## src/rtl/can_tx_arbiter_if.sv

```systemverilog
// rtl/can_tx_arbiter_if.sv - host and controller signal bundle for can_tx_arbiter
//
// Purpose: groups the mailbox load/abort port, the per-mailbox status, the
// controller TX handshake and the arbiter status into one interface.
// Modports:
//   slave  - seen by can_tx_arbiter (mailbox/controller inputs, status outputs)
//   master - seen by the host/controller side driving the arbiter
// Signals:
//   mb_wr_en/mb_wr_sel/mb_wr_id/mb_wr_dlc/mb_wr_data  mailbox load port
//   mb_wr_err                                         write-rejected pulse
//   mb_abort                                          per-mailbox cancel
//   mb_pending/mb_done                                per-mailbox status
//   ctl_tx_req/ctl_tx_id/ctl_tx_dlc/ctl_tx_data       frame to controller
//   ctl_tx_busy/ctl_tx_complete                       controller status
//   arb_busy/arb_sel/tx_timeout                       arbiter status
interface can_tx_arbiter_if #(
  parameter int NUM_MB = 4
) ();
  localparam int SELW = $clog2(NUM_MB);

  logic              mb_wr_en;
  logic [SELW-1:0]   mb_wr_sel;
  logic [10:0]       mb_wr_id;
  logic [3:0]        mb_wr_dlc;
  logic [63:0]       mb_wr_data;
  logic              mb_wr_err;
  logic [NUM_MB-1:0] mb_abort;
  logic [NUM_MB-1:0] mb_pending;
  logic [NUM_MB-1:0] mb_done;
  logic              ctl_tx_req;
  logic [10:0]       ctl_tx_id;
  logic [3:0]        ctl_tx_dlc;
  logic [63:0]       ctl_tx_data;
  logic              ctl_tx_busy;
  logic              ctl_tx_complete;
  logic              arb_busy;
  logic [SELW-1:0]   arb_sel;
  logic              tx_timeout;

  modport slave (
    input  mb_wr_en, mb_wr_sel, mb_wr_id, mb_wr_dlc, mb_wr_data, mb_abort,
           ctl_tx_busy, ctl_tx_complete,
    output mb_wr_err, mb_pending, mb_done, ctl_tx_req, ctl_tx_id, ctl_tx_dlc,
           ctl_tx_data, arb_busy, arb_sel, tx_timeout
  );

  modport master (
    output mb_wr_en, mb_wr_sel, mb_wr_id, mb_wr_dlc, mb_wr_data, mb_abort,
           ctl_tx_busy, ctl_tx_complete,
    input  mb_wr_err, mb_pending, mb_done, ctl_tx_req, ctl_tx_id, ctl_tx_dlc,
           ctl_tx_data, arb_busy, arb_sel, tx_timeout
  );
endinterface

```

## src/rtl/can_tx_arbiter.sv

```systemverilog
// rtl/can_tx_arbiter.sv - multi-mailbox CAN transmit scheduler
//
// Purpose: holds NUM_MB transmit mailboxes and hands the pending one with the
// lowest 11-bit identifier (ties: lowest mailbox index) to the CAN frame
// controller over its TX_REQ/TX_COMPLETE handshake, then retires it.
// Ports:
//   i_clk    system clock, rising edge
//   i_rst_n  asynchronous active-low reset
//   bus      can_tx_arbiter_if.slave (mailbox load/abort, status, controller TX)
// Parameters:
//   NUM_MB          number of mailboxes (2..8)
//   TIMEOUT_CYCLES  REQ watchdog limit in clk cycles
// Optional feature: define CAN_TX_TIMEOUT_EN to enable the REQ watchdog; when
// undefined REQ waits indefinitely and tx_timeout is tied low.
module can_tx_arbiter #(
  parameter int NUM_MB         = 4,
  parameter int TIMEOUT_CYCLES = 4096
) (
  input  logic            i_clk,
  input  logic            i_rst_n,
  can_tx_arbiter_if.slave bus
);
  localparam int SELW = $clog2(NUM_MB);

  typedef enum logic [2:0] {
    S_IDLE,
    S_SELECT,
    S_REQ,
    S_DONE,
    S_GAP
  } state_t;

  state_t            r_state;
  state_t            w_state_nxt;

  logic [10:0]       r_mb_id   [NUM_MB];
  logic [3:0]        r_mb_dlc  [NUM_MB];
  logic [63:0]       r_mb_data [NUM_MB];
  logic [NUM_MB-1:0] r_pending;
  logic [NUM_MB-1:0] r_done;
  logic              r_wr_err;
  logic              r_req;
  logic [SELW-1:0]   r_sel;
  logic [10:0]       r_tx_id;
  logic [3:0]        r_tx_dlc;
  logic [63:0]       r_tx_data;

  logic [NUM_MB-1:0] w_wr_hit;
  logic [NUM_MB-1:0] w_sel_oh;
  logic [NUM_MB-1:0] w_inflight;
  logic [NUM_MB-1:0] w_abort_ok;
  logic [NUM_MB-1:0] w_cand;
  logic              w_wr_sel_ok;
  logic              w_wr_accept;
  logic              w_found;
  logic [SELW-1:0]   w_best;
  logic [10:0]       w_best_id;
  logic [3:0]        w_best_dlc;
  logic [63:0]       w_best_data;
  logic              w_retire;
  logic              w_expire;
  logic              w_req_nxt;
  logic              w_load;
  logic              w_unused_busy;

  // TX_BUSY carries no sequencing meaning here; the frame retires on TX_COMPLETE.
  assign w_unused_busy = bus.ctl_tx_busy;

  // Mailbox decode. The in-flight mailbox is the one latched by SELECT for the
  // whole of REQ, including the setup cycle before ctl_tx_req rises.
  always_comb begin
    w_wr_hit   = '0;
    w_sel_oh   = '0;
    w_inflight = '0;
    for (int i = 0; i < NUM_MB; i++) begin
      w_wr_hit[i]   = (int'(bus.mb_wr_sel) == i);
      w_sel_oh[i]   = (int'(r_sel) == i);
      w_inflight[i] = (r_state == S_REQ) && (int'(r_sel) == i);
    end
  end

  assign w_wr_sel_ok = (int'(bus.mb_wr_sel) < NUM_MB);
  assign w_wr_accept = bus.mb_wr_en && w_wr_sel_ok &&
                       !(|(w_wr_hit & (r_pending | w_inflight)));
  assign w_abort_ok  = bus.mb_abort & r_pending & ~w_inflight;
  // Mailboxes aborted in the SELECT cycle are not eligible for that selection.
  assign w_cand      = r_pending & ~w_abort_ok;

  // Minimum-ID search; strict less-than keeps the lowest index on equal IDs.
  always_comb begin
    w_found     = 1'b0;
    w_best      = '0;
    w_best_id   = '0;
    w_best_dlc  = '0;
    w_best_data = '0;
    for (int i = 0; i < NUM_MB; i++) begin
      if (w_cand[i] && (!w_found || (r_mb_id[i] < w_best_id))) begin
        w_found     = 1'b1;
        w_best      = i[SELW-1:0];
        w_best_id   = r_mb_id[i];
        w_best_dlc  = r_mb_dlc[i];
        w_best_data = r_mb_data[i];
      end
    end
  end

  // Completion only counts once the request is actually on the wire.
  assign w_retire = (r_state == S_REQ) && r_req && bus.ctl_tx_complete;

  // Next-state and registered-output intent. The first REQ cycle is a setup
  // cycle: ctl_tx_* are already stable when ctl_tx_req rises a cycle later.
  always_comb begin
    w_state_nxt = r_state;
    w_req_nxt   = 1'b0;
    w_load      = 1'b0;
    case (r_state)
      S_IDLE: begin
        if (|r_pending) w_state_nxt = S_SELECT;
      end
      S_SELECT: begin
        if (w_found) begin
          w_load      = 1'b1;
          w_state_nxt = S_REQ;
        end else begin
          w_state_nxt = S_IDLE;
        end
      end
      S_REQ: begin
        if (w_retire) begin
          w_state_nxt = S_DONE;
        end else if (w_expire) begin
          w_state_nxt = S_GAP;
        end else begin
          w_req_nxt = 1'b1;
        end
      end
      S_DONE: begin
        w_state_nxt = S_GAP;
      end
      S_GAP: begin
        w_state_nxt = S_IDLE;
      end
      default: begin
        w_state_nxt = S_IDLE;
      end
    endcase
  end

  always_ff @(posedge i_clk or negedge i_rst_n) begin
    if (!i_rst_n) begin
      r_state <= S_IDLE;
    end else begin
      r_state <= w_state_nxt;
    end
  end

  // Mailbox storage and pending bits. An accepted write always targets a
  // non-pending, not-in-flight mailbox, so it never collides with a retire;
  // it does take priority over an abort of the same mailbox.
  always_ff @(posedge i_clk or negedge i_rst_n) begin
    if (!i_rst_n) begin
      for (int i = 0; i < NUM_MB; i++) begin
        r_mb_id[i]   <= '0;
        r_mb_dlc[i]  <= '0;
        r_mb_data[i] <= '0;
      end
      r_pending <= '0;
    end else begin
      for (int i = 0; i < NUM_MB; i++) begin
        if (w_wr_accept && w_wr_hit[i]) begin
          r_mb_id[i]   <= bus.mb_wr_id;
          r_mb_dlc[i]  <= (bus.mb_wr_dlc > 4'd8) ? 4'd8 : bus.mb_wr_dlc;
          r_mb_data[i] <= bus.mb_wr_data;
          r_pending[i] <= 1'b1;
        end else if (w_abort_ok[i] || (w_retire && w_sel_oh[i])) begin
          r_pending[i] <= 1'b0;
        end
      end
    end
  end

  // Controller-facing registers; ctl_tx_* change only in SELECT, so they hold
  // steady from the setup cycle until the frame retires or times out.
  always_ff @(posedge i_clk or negedge i_rst_n) begin
    if (!i_rst_n) begin
      r_wr_err  <= 1'b0;
      r_done    <= '0;
      r_req     <= 1'b0;
      r_sel     <= '0;
      r_tx_id   <= '0;
      r_tx_dlc  <= '0;
      r_tx_data <= '0;
    end else begin
      r_wr_err <= bus.mb_wr_en && !w_wr_accept;
      r_done   <= w_retire ? w_sel_oh : '0;
      r_req    <= w_req_nxt;
      if (w_load) begin
        r_sel     <= w_best;
        r_tx_id   <= w_best_id;
        r_tx_dlc  <= w_best_dlc;
        r_tx_data <= w_best_data;
      end
    end
  end

`ifdef CAN_TX_TIMEOUT_EN
  localparam int WD_W = $clog2(TIMEOUT_CYCLES) + 1;

  logic [WD_W-1:0] r_wd_cnt;
  logic            r_timeout;

  // Counts cycles with ctl_tx_req high; a completion in the expiry cycle wins.
  assign w_expire = (r_state == S_REQ) && r_req && !bus.ctl_tx_complete &&
                    (r_wd_cnt == WD_W'(TIMEOUT_CYCLES - 1));

  always_ff @(posedge i_clk or negedge i_rst_n) begin
    if (!i_rst_n) begin
      r_wd_cnt  <= '0;
      r_timeout <= 1'b0;
    end else begin
      r_timeout <= w_expire;
      if ((r_state == S_REQ) && r_req && !w_expire) begin
        r_wd_cnt <= r_wd_cnt + 1'b1;
      end else begin
        r_wd_cnt <= '0;
      end
    end
  end

  assign bus.tx_timeout = r_timeout;
`else
  logic [31:0] w_unused_timeout;

  assign w_unused_timeout = TIMEOUT_CYCLES;
  assign w_expire         = 1'b0;
  assign bus.tx_timeout   = 1'b0;
`endif

  assign bus.mb_wr_err   = r_wr_err;
  assign bus.mb_pending  = r_pending;
  assign bus.mb_done     = r_done;
  assign bus.ctl_tx_req  = r_req;
  assign bus.ctl_tx_id   = r_tx_id;
  assign bus.ctl_tx_dlc  = r_tx_dlc;
  assign bus.ctl_tx_data = r_tx_data;
  assign bus.arb_busy    = r_req;
  assign bus.arb_sel     = r_sel;
endmodule

```

## src/flat_wrapper.sv

```systemverilog
// flat-port wrapper written by rule: the top's interface ports become plain ports
module can_tx_arbiter_flat 
#(
  parameter int NUM_MB         = 4,
  parameter int TIMEOUT_CYCLES = 4096
)
  (i_clk, i_rst_n, bus_mb_wr_en, bus_mb_wr_sel, bus_mb_wr_id, bus_mb_wr_dlc, bus_mb_wr_data, bus_mb_abort, bus_ctl_tx_busy, bus_ctl_tx_complete, bus_mb_wr_err, bus_mb_pending, bus_mb_done, bus_ctl_tx_req, bus_ctl_tx_id, bus_ctl_tx_dlc, bus_ctl_tx_data, bus_arb_busy, bus_arb_sel, bus_tx_timeout);
  can_tx_arbiter_if #(.NUM_MB(NUM_MB)) bus_i ();
  input  logic i_clk;
  input  logic i_rst_n;
  input wire logic [$bits(bus_i.mb_wr_en)-1:0] bus_mb_wr_en;
  input wire logic [$bits(bus_i.mb_wr_sel)-1:0] bus_mb_wr_sel;
  input wire logic [$bits(bus_i.mb_wr_id)-1:0] bus_mb_wr_id;
  input wire logic [$bits(bus_i.mb_wr_dlc)-1:0] bus_mb_wr_dlc;
  input wire logic [$bits(bus_i.mb_wr_data)-1:0] bus_mb_wr_data;
  input wire logic [$bits(bus_i.mb_abort)-1:0] bus_mb_abort;
  input wire logic [$bits(bus_i.ctl_tx_busy)-1:0] bus_ctl_tx_busy;
  input wire logic [$bits(bus_i.ctl_tx_complete)-1:0] bus_ctl_tx_complete;
  output wire logic [$bits(bus_i.mb_wr_err)-1:0] bus_mb_wr_err;
  output wire logic [$bits(bus_i.mb_pending)-1:0] bus_mb_pending;
  output wire logic [$bits(bus_i.mb_done)-1:0] bus_mb_done;
  output wire logic [$bits(bus_i.ctl_tx_req)-1:0] bus_ctl_tx_req;
  output wire logic [$bits(bus_i.ctl_tx_id)-1:0] bus_ctl_tx_id;
  output wire logic [$bits(bus_i.ctl_tx_dlc)-1:0] bus_ctl_tx_dlc;
  output wire logic [$bits(bus_i.ctl_tx_data)-1:0] bus_ctl_tx_data;
  output wire logic [$bits(bus_i.arb_busy)-1:0] bus_arb_busy;
  output wire logic [$bits(bus_i.arb_sel)-1:0] bus_arb_sel;
  output wire logic [$bits(bus_i.tx_timeout)-1:0] bus_tx_timeout;
  assign bus_i.mb_wr_en = bus_mb_wr_en;
  assign bus_i.mb_wr_sel = bus_mb_wr_sel;
  assign bus_i.mb_wr_id = bus_mb_wr_id;
  assign bus_i.mb_wr_dlc = bus_mb_wr_dlc;
  assign bus_i.mb_wr_data = bus_mb_wr_data;
  assign bus_i.mb_abort = bus_mb_abort;
  assign bus_i.ctl_tx_busy = bus_ctl_tx_busy;
  assign bus_i.ctl_tx_complete = bus_ctl_tx_complete;
  assign bus_mb_wr_err = bus_i.mb_wr_err;
  assign bus_mb_pending = bus_i.mb_pending;
  assign bus_mb_done = bus_i.mb_done;
  assign bus_ctl_tx_req = bus_i.ctl_tx_req;
  assign bus_ctl_tx_id = bus_i.ctl_tx_id;
  assign bus_ctl_tx_dlc = bus_i.ctl_tx_dlc;
  assign bus_ctl_tx_data = bus_i.ctl_tx_data;
  assign bus_arb_busy = bus_i.arb_busy;
  assign bus_arb_sel = bus_i.arb_sel;
  assign bus_tx_timeout = bus_i.tx_timeout;
  can_tx_arbiter #(.NUM_MB(NUM_MB), .TIMEOUT_CYCLES(TIMEOUT_CYCLES)) u_core (.i_clk(i_clk), .i_rst_n(i_rst_n), .bus(bus_i));
endmodule
```

## config.mk

```make
export PLATFORM = sky130hd
export DESIGN_NAME = can_tx_arbiter_flat
export DESIGN_NICKNAME = d
export VERILOG_FILES = /design/src/rtl/can_tx_arbiter_if.sv /design/src/rtl/can_tx_arbiter.sv /design/src/flat_wrapper.sv
export SDC_FILE = /design/constraint.sdc
export NUM_CORES = 1
export LEC_CHECK = 0
export ABC_CLOCK_PERIOD_IN_PS = 8600
export BUFFER_PORTS_ARGS = -buffer_cell sky130_fd_sc_hd__buf_2
export CELL_PAD_IN_SITES_DETAIL_PLACEMENT = 0
export CELL_PAD_IN_SITES_GLOBAL_PLACEMENT = 1
export CORE_ASPECT_RATIO = 0.75
export CORE_MARGIN = 8
export CORE_UTILIZATION = 35
export DETAILED_ROUTE_END_ITERATION = 8
export PLACE_DENSITY = 0.74
export SLEW_MARGIN = 20
export SYNTH_ARGS = -nofsm -noshare
export SYNTH_HDL_FRONTEND = slang
export SYNTH_SLANG_ARGS = --single-unit
```

## constraint.sdc

```tcl
create_clock -name i_clk -period 8.6 [get_ports i_clk]
set_clock_uncertainty 0.05 [all_clocks]
set_input_delay 2.58 -clock i_clk [delete_from_list [all_inputs] [get_ports i_clk]]
set_output_delay 2.58 -clock i_clk [all_outputs]
set_load 0.01 [all_outputs]
```

After elaboration in Yosys (flattened, before gate mapping)
Index checks and enable logic that the tools add are counted.

storage, ports and cells
  bits in registers = 410
  bits of input ports = 90
  output and inout port bits = 93
  word-level logic and storage cells = 124

cells by class
  $lt $le $gt $ge = 4
  eq/ne operators = 11
  mux-type cells = 37
  bitwise gates (word level) = 7
  reduce and logical (&&, ||, !) cells = 41

operators with widths
  cell                                                                      number
  64-bit two-way mux                                                        4
  11-bit two-way mux                                                        4
  11-bit less-than comparator                                               3
  4-bit two-way mux                                                         6
  1-bit logical AND                                                         19
  1-bit two-way mux                                                         17
  4-bit bitwise AND                                                         4
  3-bit one-hot mux with 4 select lines                                     1
  2-bit equality test (second input constant)                               4
  4-bit inverter                                                            2
  2-bit nonzero test                                                        4
  4-bit OR reduction                                                        2
  1-bit logical OR                                                          7
  3-bit by 2-bit equality test with 1-bit output (second input constant)    2
  2-bit two-way mux                                                         3
  3-bit two-way mux                                                         2
  1-bit logical NOT                                                         5
  2-bit by 1-bit equality test with 1-bit output (second input constant)    2
  4-bit > comparator (second input constant)                                1
  2-bit logical NOT                                                         2
  2-bit by 1-bit inequality test with 1-bit output (second input constant)  2
  4-bit bitwise OR                                                          1
  3-bit by 1-bit equality test with 1-bit output (second input constant)    1
  3-bit logical NOT                                                         1
  2-bit AND reduction                                                       1

Logic depth before layout (Yosys ltp)
  depth in word-level cells = 21
  gate-level depth with buffers = 39
  depth with buffers taken out = 29

Worst setup path after synthesis
Ideal clock, no wire load.

  path kind = input port to flip-flop
  start = in bus_mb_abort[0]
  end = reg u_core.r_tx_data[53], in the netlist u_core.bus.ctl_tx_data[53]
  setup time = 0.086 ns
  arrival time = 9.314 ns
  required time = 8.464 ns
  setup slack = -0.850 ns
  stages = 38
  buffers on the path = 9
  cell sequence = nor2b_1 > a31o_2 > buf_2 > buf_1 > nand2_1 > ha_1 > a211oi_1 > o21a_1 > or2_2 > o21ai_0 > a21oi_1 > clkbuf_1 > clkbuf_1 > mux2_2 > ha_1 > a21o_1 > a21o_1 > a21oi_1 > [2 not listed] > o221ai_2 > buf_4 > clkbuf_1 > a211oi_1 > a21oi_1 > ha_1 > a21o_1 > a21o_1 > a21oi_1 > o21a_1 > o211a_1 > o21ai_0 > or3_1 > o31a_1 > buf_2 > buf_6 > buf_6 > o221ai_2

between the ends
  word-level cells in the longest chain between the ends = 19
  elaborated cells between the ends (all ways) = 29
  classes of those cells = 3 x order compare; 13 x mux; 4 x bitwise; 9 x reduce/logical

RTL lines
  element                                                                  RTL line               RTL
  start, declared                                                          flat_wrapper.sv:16     input wire logic [$bits(bus_i.mb_abort)-1:0] bus_mb_abort;
  4-bit bitwise AND (*) (2 in a row)                                       can_tx_arbiter.sv:85   assign w_abort_ok = bus.mb_abort & r_pending & ~w_inflight;
  4-bit inverter (*)                                                       can_tx_arbiter.sv:87   assign w_cand = r_pending & ~w_abort_ok;
  4-bit bitwise AND (*)                                                    can_tx_arbiter.sv:87
  11-bit two-way mux / 1-bit two-way mux (equally long branches)           can_tx_arbiter.sv:97   if (w_cand[i] && (!w_found || (r_mb_id[i] < w_best_id))) begin
  11-bit less-than comparator / 1-bit logical NOT (equally long branches)  can_tx_arbiter.sv:97
  1-bit logical OR                                                         can_tx_arbiter.sv:97
  1-bit logical AND                                                        can_tx_arbiter.sv:97
  11-bit two-way mux / 1-bit two-way mux (equally long branches)           can_tx_arbiter.sv:97
  [2 not listed]                                                           --
  1-bit logical AND                                                        can_tx_arbiter.sv:97
  11-bit two-way mux / 1-bit two-way mux (equally long branches)           can_tx_arbiter.sv:97
  11-bit less-than comparator / 1-bit logical NOT (equally long branches)  can_tx_arbiter.sv:97
  1-bit logical OR                                                         can_tx_arbiter.sv:97
  1-bit logical AND                                                        can_tx_arbiter.sv:97
  1-bit two-way mux                                                        can_tx_arbiter.sv:97
  1-bit two-way mux                                                        can_tx_arbiter.sv:121  if (w_found) begin
  1-bit two-way mux                                                        can_tx_arbiter.sv:116  case (r_state)
  end signal, assigned                                                     can_tx_arbiter.sv:201  r_tx_data <= w_best_data;
  end, declared                                                            can_tx_arbiter.sv:46   logic [63:0] r_tx_data;

Mark *: on every way between the ends. The rest lies on a longest branch, timed or not.
A chain may end at the register's enable or synchronous reset.

Final worst setup path
  start = in bus_mb_abort[0]
  end = reg u_core.r_tx_data[9], in the netlist u_core.bus.ctl_tx_data[9]

Same word-level chain as after synthesis.

==> results_dict.tcl <==
set metrics [dict create \
    grt_pass1_vias 15000 \
    r2r_end "u_core.bus.ctl_tx_data[9]" \
    first_pass_iters 5 \
    antenna_found_initial 7 \
    rrSetupSlack_ns 1.50 \
    ys_async_sr_fraction_pct 100 \
    stdcell_count 2897 \
    crit_type "in2reg" \
    route.met2.wl_microns 24400 \
    ys_seq_elements 410 \
    seqPwrFrac_pct 43.5 \
    overflow 0 \
    fin_ws_ns 0.228 \
    finish.utilization_pct 42.1 \
    dr_wl_met3_microns 3070 \
    startpoint "bus_mb_abort[0]" \
    rr_startpoint "u_core.bus.arb_sel[1]" \
    clock_latency_ns 0.58 \
    ant_nets 0 \
    pwr-share-clk_pct 29.1 \
    critPathCaptureType "register" \
    nets 2268 \
    p_int_mw 4.47 \
    dp_hpwl_microns 32200 \
    hold_path_depth 2 \
    grt_max_degree 154 \
    die_h_microns 216 \
    status "completed" \
    row_count 73 \
    routedWlPerCell_microns 18.6 \
    max_freq_ghz 0.119 \
    post-route-min-period_ns 8.37 \
    dpl.cell_count 2810 \
    via_per_inst 5.01 \
    grtUsageTotal_pct 17.7 \
    finalSetupViolations 0 \
    crit_path_top_delay_cell "or3_1" \
    syn_inst 1976 \
    pwr-share-comb_pct 27.3 \
    area_growth_syn_to_layout_pct 19.1 \
    rsz0062_at_grt "yes" \
    peakVddDrop_mv 0.155 \
    cts_buffer_depth 3 \
    p_sw_share_pct 33.2 \
    critPathCapture "u_core.bus.ctl_tx_data[9]" \
    synth.yosys.seq_area_share_pct 55.0 \
    place_congestion 0.857 \
    power_density_nw_per_um2 301 \
    drt_wl_total_microns 53800 \
    numCtsBuffers 45 \
    htreeDepth 2 \
    post-route-drc-count 0 \
    die_x_microns 283 \
    drive_above_1_share_pct 21.0 \
    synth_area_sq_um 18700 \
    fin_crit_sh_pct 97.4 \
    root_buffer "clkbuf_16" \
    finalHoldViolCount 0 \
    slew_violations 0 \
    worstRegToRegCells 30 \
    portBuffers 180 \
    finalPower_mw 6.69 \
    synth-main-ff-cell "dfrtp_1" \
    crit_path_start_kind "input port" \
    drt_iter0_markers 1045 \
    grt_pass1_wl_microns 86500 \
    start_util_pct 35.3 \
    cts.sinks 410 \
    cts_hold_buf 0 \
    tritoncts "yes" \
    slowest_delay_ns 0.42 \
    synth_cell_types 60 \
    synth_nets 2095 \
    cp.required_ns 9.03 \
    ys_warn_count 0 \
    top_layer "met5" \
    path_max_fanout 44 \
    min_path_type "reg2reg" \
    p_leak_nw 10.5 \
    die_area_sq_um 61000 \
    cap_violations 0 \
    clk_pin_slew_ns 0.06 \
    tightestPinTransition_ns 1.01 \
    power_switching_mw 2.22 \
    cp.arrival_ns 8.80 \
    core_area_sq_um 52800 \
    avgSynthCellArea_sq_um 9.44 \
    wl_met1_microns 25000 \
    vias 14500 \
    post-place-ws_ns -0.401 \
    synth-edff-count 0 \
    io_pins 183 \
    worst_slew_margin_rel_pct 32.6 \
]
[layout by cell type, fill, tap and decap left out, types with 12 or more instances in the layout]
cell / count
nand2_1: 784
dfrtp_1: 410
buf_2: 179
o21ai_0: 164
inv_1: 93
mux2_2: 84
mux2i_1: 68
o221ai_1: 58
buf_4: 58
clkbuf_16: 45
ha_1: 28
o221ai_2: 21
a21oi_1: 18
nor2_1: 16
clkbuf_8: 12
clkbuf_1: 12
[cell usage after synthesis, types with 11 or more instances]
master / count / share of area (%)
a21oi_1: 22 / 0.59
buf_1: 11 / 0.22
buf_2: 18 / 0.48
clkbuf_1: 90 / 1.8
dfrtp_1: 410 / 55
ha_1: 29 / 1.9
inv_1: 93 / 1.9
mux2_2: 85 / 5.1
mux2i_1: 68 / 3.6
nand2_1: 785 / 16
nor2_1: 17 / 0.34
o21ai_0: 165 / 4.4
o221ai_1: 59 / 2.8
o221ai_2: 21 / 1.7
[through the flow]
| stage | instance area, sq um | TNS [ns] | hold WS, ns |
|---|---|---|---|
| 3_3_place_gp | 20700 | -29.94 | 0.406 |
| 5_1_grt | 22200 | -0.265 | 0.438 |
| 3_5_place_dp | 20700 | -29.11 | 0.412 |
| 6_report | 22200 | 0 | 0.423 |
| 4_1_cts | 22100 | 0 | 0.427 |
| 2_1_floorplan | 18700 | 0 | 0.395 |
[what timing repair did]
action | CTS | global route
setup endpoints to repair | 0 | 80
gates resized for setup | 0 | 7
buffers inserted | 0 | 4
[worst min-delay path by stage]
stage / startpoint / endpoint / slack, ns
after floorplan: u_core.r_mb_data[100] / u_core.r_mb_data[100] / 0.40
after global placement: u_core.r_mb_data[208] / u_core.r_mb_data[208] / 0.41
after detailed placement: u_core.r_mb_data[104] / u_core.r_mb_data[104] / 0.41
after CTS: u_core.r_mb_data[71] / u_core.r_mb_data[71] / 0.43
after global routing: u_core.r_mb_data[114] / u_core.r_mb_data[114] / 0.44
final: u_core.r_mb_data[195] / u_core.r_mb_data[195] / 0.42
[critical path: cells and delay by family]
kind,cells,cell delay [ns]
and+or+nand+nor,5,1.05
AOI/OAI and AO/OA,17,3.12
adders and majority gates,3,0.92
buffers and inverters,5,0.82
muxes,1,0.29
[routing by layer]
layer,vias to the layer above,GRT usage [%]
met5,-,0
met4,8,4.93
met3,84,3.78
met2,329,28.3
met1,7199,24.1
li1,6902,-
[flip-flops by register name, summed over array words and instances, names as in the netlist, 3 cells and up]
signal,flops
u_core.r_state,3
u_core.bus.ctl_tx_dlc,4
u_core.r_mb_id,44
u_core.r_mb_dlc,16
u_core.bus.ctl_tx_id,11
u_core.r_mb_data,256
u_core.bus.mb_pending,4
u_core.bus.ctl_tx_data,64
u_core.bus.mb_done,4
[cell type report]
class                      count  area, sq um
tap                          712          891
multi-input combinational   1348         7660
antenna                        1         2.50
clock inverter                13          144
inverter                      93          349
clock buffer                  69         1340
sequential                   410        10300
timing repair buffer         251         1570
fill                        5140        30600
[power by group through the flow]
stage / Clock, mW / Sequential, mW / Combinational [mW]
2_1_floorplan: 0 / 2.91 / 1.10
3_3_place_gp: 0 / 2.91 / 1.79
3_5_place_dp: 0 / 2.94 / 1.83
4_1_cts: 2.01 / 2.91 / 1.84
5_1_grt: 2.08 / 2.99 / 2.06
6_report: 1.95 / 2.91 / 1.83
[cell families (layout without fill, tap and decap cells)]
logic type                 count (synthesis)  in the layout  share of synthesized area, %
xor gates and xnor gates                   1              1                        0.0469
AOI/OAI and AO/OA                        314            314                          11.6
other                                      1              2                        0.0201
adders and majority gates                 29             29                          1.94
and+or+nand+nor                          849            849                          17.9
DFF                                      410            410                          55.0
muxes                                    154            154                          8.85
buffers and inverters                    218            426                          4.69
Power figures use the tool's default switching activity.
